**src/rtl/async_fifo2_sync.sv**
```systemverilog
// Single-clock FIFO with registered occupancy flags, sticky error flags and
// a compile-time choice between registered-read and first-word-fall-through.
module async_fifo2_sync #(
  parameter int DSIZE    = 8,
  parameter int ASIZE    = 4,
  parameter int FWFT     = 0,
  parameter int AF_LEVEL = (1 << ASIZE) - 2,
  parameter int AE_LEVEL = 2
) (
  input  logic             clk,
  input  logic             rst_n,
  input  logic             winc,
  input  logic [DSIZE-1:0] wdata,
  input  logic             rinc,
  input  logic             flush,
  output logic [DSIZE-1:0] rdata,
  output logic             wfull,
  output logic             rempty,
  output logic             walmost_full,
  output logic             ralmost_empty,
  output logic [ASIZE:0]   level,
  output logic             overflow,
  output logic             underflow
);

  localparam int DEPTH = 1 << ASIZE;
  localparam logic [ASIZE:0] DEPTH_L = (ASIZE + 1)'(DEPTH);
  localparam logic [ASIZE:0] AF_L    = (ASIZE + 1)'(AF_LEVEL);
  localparam logic [ASIZE:0] AE_L    = (ASIZE + 1)'(AE_LEVEL);

  logic [DSIZE-1:0] mem_q [DEPTH];

  logic [ASIZE-1:0] wptr_q, wptr_d, rptr_q, rptr_d;
  logic [ASIZE:0]   level_q, level_d;
  logic             wfull_q, wfull_d, rempty_q, rempty_d;
  logic             afull_q, afull_d, aempty_q, aempty_d;
  logic             ovf_q, ovf_d, unf_q, unf_d;
  logic [DSIZE-1:0] rdata_q, rdata_d;
  logic             wr_en, rd_en;

  // Acceptance looks only at the registered flags, so a write while full is
  // dropped even when a read is accepted on the same edge.
  assign wr_en = winc & ~wfull_q & ~flush;
  assign rd_en = rinc & ~rempty_q & ~flush;

  always_comb begin
    wptr_d  = wptr_q;
    rptr_d  = rptr_q;
    level_d = level_q;
    ovf_d   = ovf_q | (winc & wfull_q);
    unf_d   = unf_q | (rinc & rempty_q);
    rdata_d = rdata_q;
    if (flush) begin
      wptr_d  = '0;
      rptr_d  = '0;
      level_d = '0;
      ovf_d   = 1'b0;
      unf_d   = 1'b0;
    end else begin
      if (wr_en) wptr_d = wptr_q + ASIZE'(1);
      if (rd_en) rptr_d = rptr_q + ASIZE'(1);
      case ({wr_en, rd_en})
        2'b10:   level_d = level_q + (ASIZE + 1)'(1);
        2'b01:   level_d = level_q - (ASIZE + 1)'(1);
        default: level_d = level_q;
      endcase
      if (FWFT == 0) begin
        if (rd_en) rdata_d = mem_q[rptr_q];
      end else if (level_d != '0) begin
        // The new head is the incoming word when it is the only one left.
        rdata_d = (wr_en && (rptr_d == wptr_q)) ? wdata : mem_q[rptr_d];
      end
    end
  end

  always_comb begin
    wfull_d  = (level_d == DEPTH_L);
    rempty_d = (level_d == '0);
    afull_d  = (level_d >= AF_L);
    aempty_d = (level_d <= AE_L);
  end

  always_ff @(posedge clk or negedge rst_n) begin
    if (!rst_n) begin
      wptr_q   <= '0;
      rptr_q   <= '0;
      level_q  <= '0;
      wfull_q  <= 1'b0;
      rempty_q <= 1'b1;
      afull_q  <= 1'b0;
      aempty_q <= 1'b1;
      ovf_q    <= 1'b0;
      unf_q    <= 1'b0;
      rdata_q  <= '0;
    end else begin
      wptr_q   <= wptr_d;
      rptr_q   <= rptr_d;
      level_q  <= level_d;
      wfull_q  <= wfull_d;
      rempty_q <= rempty_d;
      afull_q  <= afull_d;
      aempty_q <= aempty_d;
      ovf_q    <= ovf_d;
      unf_q    <= unf_d;
      rdata_q  <= rdata_d;
    end
  end

  // Storage is deliberately unreset; pointers guarantee it is never read stale.
  always_ff @(posedge clk) begin
    if (wr_en) mem_q[wptr_q] <= wdata;
  end

  assign rdata         = rdata_q;
  assign wfull         = wfull_q;
  assign rempty        = rempty_q;
  assign walmost_full  = afull_q;
  assign ralmost_empty = aempty_q;
  assign level         = level_q;
  assign overflow      = ovf_q;
  assign underflow     = unf_q;

endmodule

```
**config.mk**
```make
export PLATFORM = sky130hd
export DESIGN_NAME = async_fifo2_sync
export DESIGN_NICKNAME = d
export VERILOG_FILES = /design/src/rtl/async_fifo2_sync.sv
export SDC_FILE = /design/constraint.sdc
export NUM_CORES = 1
export LEC_CHECK = 0
export CAP_MARGIN = 20
export CORE_UTILIZATION = 48
export CTS_CLUSTER_SIZE = 28
export DETAILED_ROUTE_END_ITERATION = 8
export PLACE_DENSITY = 0.71
export SLEW_MARGIN = 40
export SYNTH_ARGS = -nofsm -noshare
export SYNTH_HDL_FRONTEND = slang
export SYNTH_SLANG_ARGS = --single-unit
```
**constraint.sdc**
```tcl
create_clock -name clk -period 5.3 [get_ports clk]
set_clock_uncertainty 0.05 [all_clocks]
set_input_delay 1.06 -clock clk [delete_from_list [all_inputs] [get_ports clk]]
set_output_delay 1.06 -clock clk [all_outputs]
set_load 0.05 [all_outputs]
```
# Yosys cells after proc, flatten, opt, wreduce, memory -nomap -nowiden
# Memories as Yosys holds them, arrays and structs flattened. A register that Yosys moved wholly into a read port is not among the register bits.
# Cells that the tools add are included.
op_classes:
  n_lt_le_gt_ge: 2
  add_sub_neg: 4
  n_reduce_logical: 5
  mux: 10
  eq_ne: 3
  bitwise: 11
op_table:
  columns: ["operator", "count"]
  rows:
  - ["$mux 4", 4]
  - ["$pmux 5 s2", 1]
  - ["$add 4x1->4 const B", 2]
  - ["$and 1x1->1", 6]
  - ["$add 5x1->5 const B", 1]
  - ["$eq 5x5->1 const B", 1]
  - ["$ge 5x4->1 const B", 1]
  - ["$le 5x2->1 const B", 1]
  - ["$logic_not 5->1", 1]
  - ["$mux 5", 1]
  - ["$sub 5x1->5 const B", 1]
  - ["$mux 1", 4]
  - ["$reduce_bool 2->1", 2]
  - ["$not 1->1", 3]
  - ["$eq 2x1->1 const B", 1]
  - ["$eq 2x2->1 const B", 1]
  - ["$or 1x1->1", 2]
  - ["$reduce_and 2->1", 1]
  - ["$logic_not 1->1", 1]
word_totals:
  ramBits: 128
  ff_bits: 19
  out_inout_bits: 19
  wordCells: 45
  mem_count: 1
  inputBits: 13
mem_list:
  columns: ["name", "depth", "word_bits", "read_ports", "rd_ports_with_merged_regs", "write_ports", "line", "rtl"]
  rows:
  - ["mem_q", 16, 8, 1, 1, 1, "31", "logic [DSIZE-1:0] mem_q [DEPTH];"]

# Longest topological paths before layout
logic_depth:
  depth_word: 7
  ltp_mapped: 14
  mapped_depth_nobuf: 12

# Least setup slack after synthesis
# Ideal clock, no wire load.
synth_timing:
  path_kind: "input-to-reg"
  from: "input port flush"
  to: "register aempty_q (netlist: ralmost_empty)"
  path_buffers: 2
  setup_time_ns: 0.097
  path_slack_ns: 1.629
  stages: 14
  required_time_ns: 5.153
  arrival_time_ns: 3.524
  path_cell_list: "clkbuf_1 > inv_1 > nand2_1 > clkbuf_1 > inv_1 > ha_1 > xor2_1 > ha_1 > nor3b_1 > o32ai_1 > xor2_1 > nand2_1 > inv_1 > nor4_1"
synth_via:
  elab_chain_len: 6
  elab_cells_between_ends: 8
  classes_between: "order compare: 1; eq/ne: 2; mux: 2; bitwise: 3"
synth_rtl:
  columns: ["item", "line", "rtl"]
  rows:
  - ["from (decl)", "15", "input logic flush,"]
  - ["$not 1->1 (no line)", null, null]
  - ["$and 1x1->1, on equally long branches", "44, 43", null]
  - ["$eq 2x1->1 or $eq 2x2->1 (tied branches)", "62", "case ({wr_en, rd_en})"]
  - ["$pmux 5 s2", "62", null]
  - ["$mux 5 (*)", "53", "if (flush) begin"]
  - ["net level_d[4]", "34", "logic [ASIZE:0] level_q, level_d;"]
  - ["$le 5x2->1 (*)", "80", "aempty_d = (level_d <= AE_L);"]
  - ["net aempty_d", "36", "logic afull_q, afull_d, aempty_q, aempty_d;"]
  - ["to (signal assigned)", "102", "aempty_q <= aempty_d;"]
  - ["to (decl)", "36", null]
# The timed path passes the listed nets; every way through them passes the cells marked *.
# A chain may end at the register's enable or synchronous reset.

# Worst setup path in the final report
layout_timing:
  from: "input port rinc"
  to: "register aempty_q (netlist: ralmost_empty)"
layout_via:
  elab_chain_len: 6
  elab_cells_between_ends: 7
  classes_between: "order compare: 1; eq/ne: 2; mux: 2; bitwise: 2"
layout_rtl:
  columns: ["item", "line", "rtl"]
  rows:
  - ["from (decl)", "14", "input logic rinc,"]
  - ["$and 1x1->1 (*) (2 in series)", "44", "assign rd_en = rinc & ~rempty_q & ~flush;"]
  - ["$eq 2x1->1 or $eq 2x2->1 (tied branches)", "62", null]
  - ["$pmux 5 s2 (*)", "62", null]
  - ["$mux 5 (*)", "53", null]
  - ["net level_d[3]", "34", null]
  - ["$le 5x2->1 (*)", "80", null]
  - ["net aempty_d", "36", null]
# Marked as above.

==> results.md <==
* Reg2reg end: ralmost_empty
* I/O pin count at 32
* DIE WIDTH at roughly 120 um
* Number of remaining DRC errors at 0
* Finished Cell Area at 7380 um2
* Max-cap violations at 0
* First-pass GRT wire length at ~18,000 um
* Root Buffer: clkbuf_16
* Number of global-route vias before repair at between 3,000 and 4,000
* Synthesis-stage register bit count at 155
* Global Route Usage Sum at 19.51%
* Synth Flop Type: edfxtp_1
* Final net count at between 400 and 500
* Ys async rst share at around 17%
* Least-Margin Pin Slew at ~670 ps
* Worst r2r src: rempty
* Antenna Nets Post-Route at 0
* Final period util at between 70 and 80%
* Setup TNS at 0 ps
* Share of the synthesized area in the top cell type at between 60% and 70%
* Core area at around 13,000 um2
* Post-Syn Nets at around 370
* CTS tree: done
* DR iter-0 viols at ~300
* Row count at between 40 and 50
* Clk slew on worst S/H paths at 60 ps
* Min-Delay Endpoint: underflow
* Final Wtd Congestion at about 0.79
* R2R depth at 9
* H-tree levels at 4
* DR vias at ~3,200
* Status: finished, final reports clean
* Crit path arrival time at ~4300 ps
* Via/cell ratio at 5.628
* Power Density at approximately 400 nW/um2
* Achievable Freq at between 200 and 250 MHz
* Max Fanout on Critical Path at 18
* Final worst setup slack at around 1300 ps
* ANT cells at 0
* Post-Layout Cell Count at between 500 and 600
* Final Max Tran Viols at 0
* Hold/Removal Path Class: reg2reg
* Gr ovfl total at 0
* Antenna violations before repair at 0
* Largest net degree at the start of global routing at 36
* EDFF count, synth at around 130
* Drt wl/cell at around 21 um
* Num CTS Buffers at 17
* Worst ir drop on vdd at approximately 0.33 mV
* Clock sinks at 155
* Pleak at ~2.5 nW
* Worst EP required at roughly 5600 ps
* Layout cell share with drive strength beyond 1 at between 20% and 30%
* RSZ-0062 raised after global routing: false
* Post-CTS Resized at 0
* Largest cells by area after synthesis: edfxtp_1 61%, dfrtp_1 9.9%, mux4_2 8.6%
* Post-Syn Area per Cell at 18.35 um2
* Synth warn at 0
* Die area at ~14,000 um2
* Router iterations before antenna repair at 4
* Area grow syn2layout at 16.93%
* CP Capture Type: register
* CP Class: in2reg
* Count of cell types in the netlist at 38
* # hold bufs at CTS at 0
* Largest area contributor in the netlist: edfxtp_1
* Longest Clk Path Bufs at 2
* Hold Vio Cnt, Final at 0
* Min Tclk post-route at approximately 4000 ps
* Final setup vio count at 0
* Slew HR at between 50% and 60%
* Synth Instances at 344
* Die height at between 100 and 150 um
* Post-CTS Setup Inserts at 0
* CP Launch Type: input port
* Initial Util at 49.61%
* Placement Setup Slack at around 900 ps
* Hold Path Stages at 2
* Skew-Pair Late Insertion Delay at approximately 420 ps
* HPWL Detailed at about 7100 um
* DP Area at about 7000 um2
* IO Port Bufs at 31
* Hold path startpoint: underflow
* Worst R2R Setup Slack at 2040 ps
* Sequential fraction of the synthesis area at 71.65%
* Cell Area, Synth at 6311 um2
* Final WL at 11,650 um
* Cells after DPL at between 500 and 600
routing by layer:
metal | track usage, % | routed length, um
met3 | 4.411 | 512
met5 | 0 | 0
met2 | 32.82 | 5920
met4 | 7.764 | 150
met1 | 24.73 | 5067
per-stage QoR:
stage | util (%) | power [mW] | hold WS, ps
6_report | 58.01 | 2.968 | 449.1
2_1_floorplan | - | 1.691 | 529.8
4_1_cts | 57.91 | 2.989 | 457.9
3_3_place_gp | 53.30 | 1.820 | 435.8
5_1_grt | 58.01 | 3.058 | 480.2
3_5_place_dp | 53.47 | 1.827 | 443.4
cell type report:
type | instances | area, um2
fill | 989 | 5343
clock inverter | 11 | 127.6
timing repair buffer | 38 | 362.8
tap | 172 | 215.2
sequential | 155 | 4528
inverter | 8 | 30.03
multi-input combinational | 161 | 1679
clock buffer | 20 | 436.7
cells by family (layout without fill, tap and decap cells):
family	after synthesis	count (layout)	synth area share, %
AND/OR/NAND/NOR	68	68	5.115
adder cells (fa/ha/maj)	8	8	1.586
XOR/XNOR	11	11	1.527
AO/OA/AOI/OAI	22	22	2.657
multiplexers	52	52	15.25
buffers and inverters	28	77	2.220
flip-flops	155	155	71.65
worst max-delay path by stage:
stage / slack (ps) / end / start
global placement: 1010 / ralmost_empty / rinc
finish: 1260 / ralmost_empty / rinc
global route: 870 / ralmost_empty / rinc
floorplan: 1630 / ralmost_empty / flush
CTS: 1310 / ralmost_empty / rinc
detailed placement: 900 / ralmost_empty / rinc
cell usage in the layout (no fill, tap or decap), types with 2 or more instances in the layout:
cell type,synthesis,final
nand4_1,2,2
bufinv_16,0,3
nand2b_1,3,3
mux2i_1,11,11
buf_4,0,7
edfxtp_1,128,128
nand2_1,9,9
dfrtp_2,0,2
a21oi_1,6,6
ha_1,8,8
clkbuf_16,0,17
a221o_1,8,8
nor2_1,28,16
xnor2_1,4,4
clkbuf_1,14,3
clkinv_2,0,3
nor2b_1,3,3
xor2_1,7,7
o21ai_0,2,2
inv_1,8,8
mux4_2,24,24
clkdlybuf4s50_1,0,31
clkinv_1,0,4
nor3b_1,3,3
nor2_2,0,12
dfrtp_1,25,22
mux2_2,9,9
nor3_1,14,14
dfstp_2,2,2
mux4_1,8,8
power by group:
| part | switching, mW | total (mW) | internal (mW) |
|---|---|---|---|
| Sequential | 0.0418 | 1.41 | 1.37 |
| Combinational | 0.232 | 0.390 | 0.157 |
| Clock | 0.441 | 1.17 | 0.728 |
| Total | 0.715 | 2.97 | 2.25 |
cells in the mapped netlist (all sizes together) (2+ instances only):
master	n
nand2	9
nand4	2
xnor2	4
nor3	14
nor2	28
dfstp	2
nor2b	3
clkbuf	15
o21ai	2
ha	8
mux2i	11
nor3b	3
nand2b	3
dfrtp	25
mux2	9
inv	8
xor2	7
edfxtp	128
buf	5
mux4	32
a21oi	6
a221o	8
registers in the layout, summed over array words and instances, names as in the netlist:
name and cells:
level 5, mem_q 128, overflow 1, ralmost_empty 1, rdata 8, rempty 1
rptr_q 4, underflow 1, walmost_full 1, wfull 1, wptr_q 4
critical path: stages:
cell	delay, ps
clkdlybuf4s50_1	470
nor2b_1	370
nand2_1	470
inv_1	200
ha_1	310
nor4b_1	340
a31oi_1	90
a21oi_1	260
mux2_2	410
nor4_1	300
Note: power is estimated with default switching activity, not from simulation.
==> RTL change, RTL diff (config.mk and constraints unchanged) <==
Change the parameter `FWFT` from 0 to 1.
--- a/src/rtl/async_fifo2_sync.sv
+++ b/src/rtl/async_fifo2_sync.sv
@@ -4,5 +4,5 @@
   parameter int DSIZE    = 8,
   parameter int ASIZE    = 4,
-  parameter int FWFT     = 0,
+  parameter int FWFT     = 1,
   parameter int AF_LEVEL = (1 << ASIZE) - 2,
   parameter int AE_LEVEL = 2
Function: changed (Yosys sat finds a counterexample within 4 cycles, from zero or initial values and one cycle with rst_n low).
==> RTL change against the unedited design <==
Count of clock-buffer cells in the layout decreased by 1. Synthesized area increased by 22%. Power increased by 4.5%. Critical path type unchanged. Wire length increased by 63%. Synthesized cell count increased by 65%. Critical endpoint is now rdata[7]. Cell area increased by 20%. Sequential cell count unchanged. Worst setup slack got worse by 0.21 ns. Sequential share of layout area decreased by 10 points.
==> RTL change: results (changes against the unedited design) <==
met2 Use GR=39.14% (+6.3 points); vias in the first global route=5,170 (+55%); met3 Use GR=4.574% (+0.16 points); final RePlAce weighted congestion=0.8586 (+8.1%); number of fill cells=1,206 (+22%); Layout Cells excl Fill=821 (+45%); DRT met1 WL=7857 microns (+55%); HPWL Detailed=12,110 microns (+71%); status=completed; Met3 Wirelength=1348 microns (+160%); wire per inst=23.13 microns (+12%); first-pass GRT wire length=29,590 microns (+62%); CP peak stage delay=0.63 ns (+0.16 ns); vias=5,140 (+62%); Post-Syn Nets=589 (+61%); fin nets=618 (+54%); DR iter-0 viols=613 (+110%); placed cells=789 (+48%); CP max stage cell=or4_4; Commonest cells post-synth=128 x edfxtp_1, 56 x mux2i_1, 37 x nand2_1; Pleak=0.002921 uW (+19%); average size of a mapped cell=13.54 sq um (-26%); GR Util met1=32.11% (+7.4 points); Crit Path Max Fanout=9 (-9); Worst EP arrival=4.46 ns (+0.16 ns); R2R Path Start=rptr_q[0]; GR Util All Layers=24.64% (+5.1 points); Least-Margin Pin Slew=0.8134 ns (+0.1423 ns); Adder-Cell Fraction of Synth Area=1.301% (-0.28 points); Synth Area in Compound Gates=9.224% (+6.6 points); largest net degree at the start of global routing=49 (+36%); share of cells above drive strength 1=16.56% (-4.8 points); worst min path class=register to register; Seq/Total Area, Yosys=58.79% (-13 points); mux cell area share after synthesis=15.78% (+0.53 points); drt pass-1 iters=5 (+1); metal2 WL=8953 microns (+51%); XOR/XNOR Fraction of Synth Area=1.367% (-0.16 points); Sw Pwr=801.0 uW (+12%); register area=4524 sq um (about the same)
RTL change: area by class of cell:
| type | count | area share (%) |
|---|---|---|
| Sequential cell | 155 | 50.90 |
| Multi-Input combinational cell | 355 | 33.35 |
| Timing Repair Buffer | 52 | 5.279 |
| Clock buffer | 19 | 4.870 |
| Tap cell | 211 | 2.970 |
| Clock inverter | 13 | 1.957 |
| Inverter | 16 | 0.6757 |
RTL change: worst paths after layout:
| path | endpoint | slack [ns] | cells after the start |
|---|---|---|---|
| hold reg to reg | underflow | 0.44 | 2 |
| setup / recovery | rdata[7] | 1.05 | 12 |
| min in group asynchronous | underflow | 0.97 | 2 |
| max in group asynchronous | ralmost_empty | 3.91 | 2 |
| hold / removal | underflow | 0.44 | 2 |
| setup reg to reg | rdata[2] | 1.80 | 9 |
RTL change: power groups by stage:
stage	clock [uW]	sequential, uW	combinational, uW
floorplan	0	1520	179
global placement	0	1420	430
detailed placement	0	1430	441
CTS	1260	1400	443
global route	1310	1410	472
finish	1250	1400	446
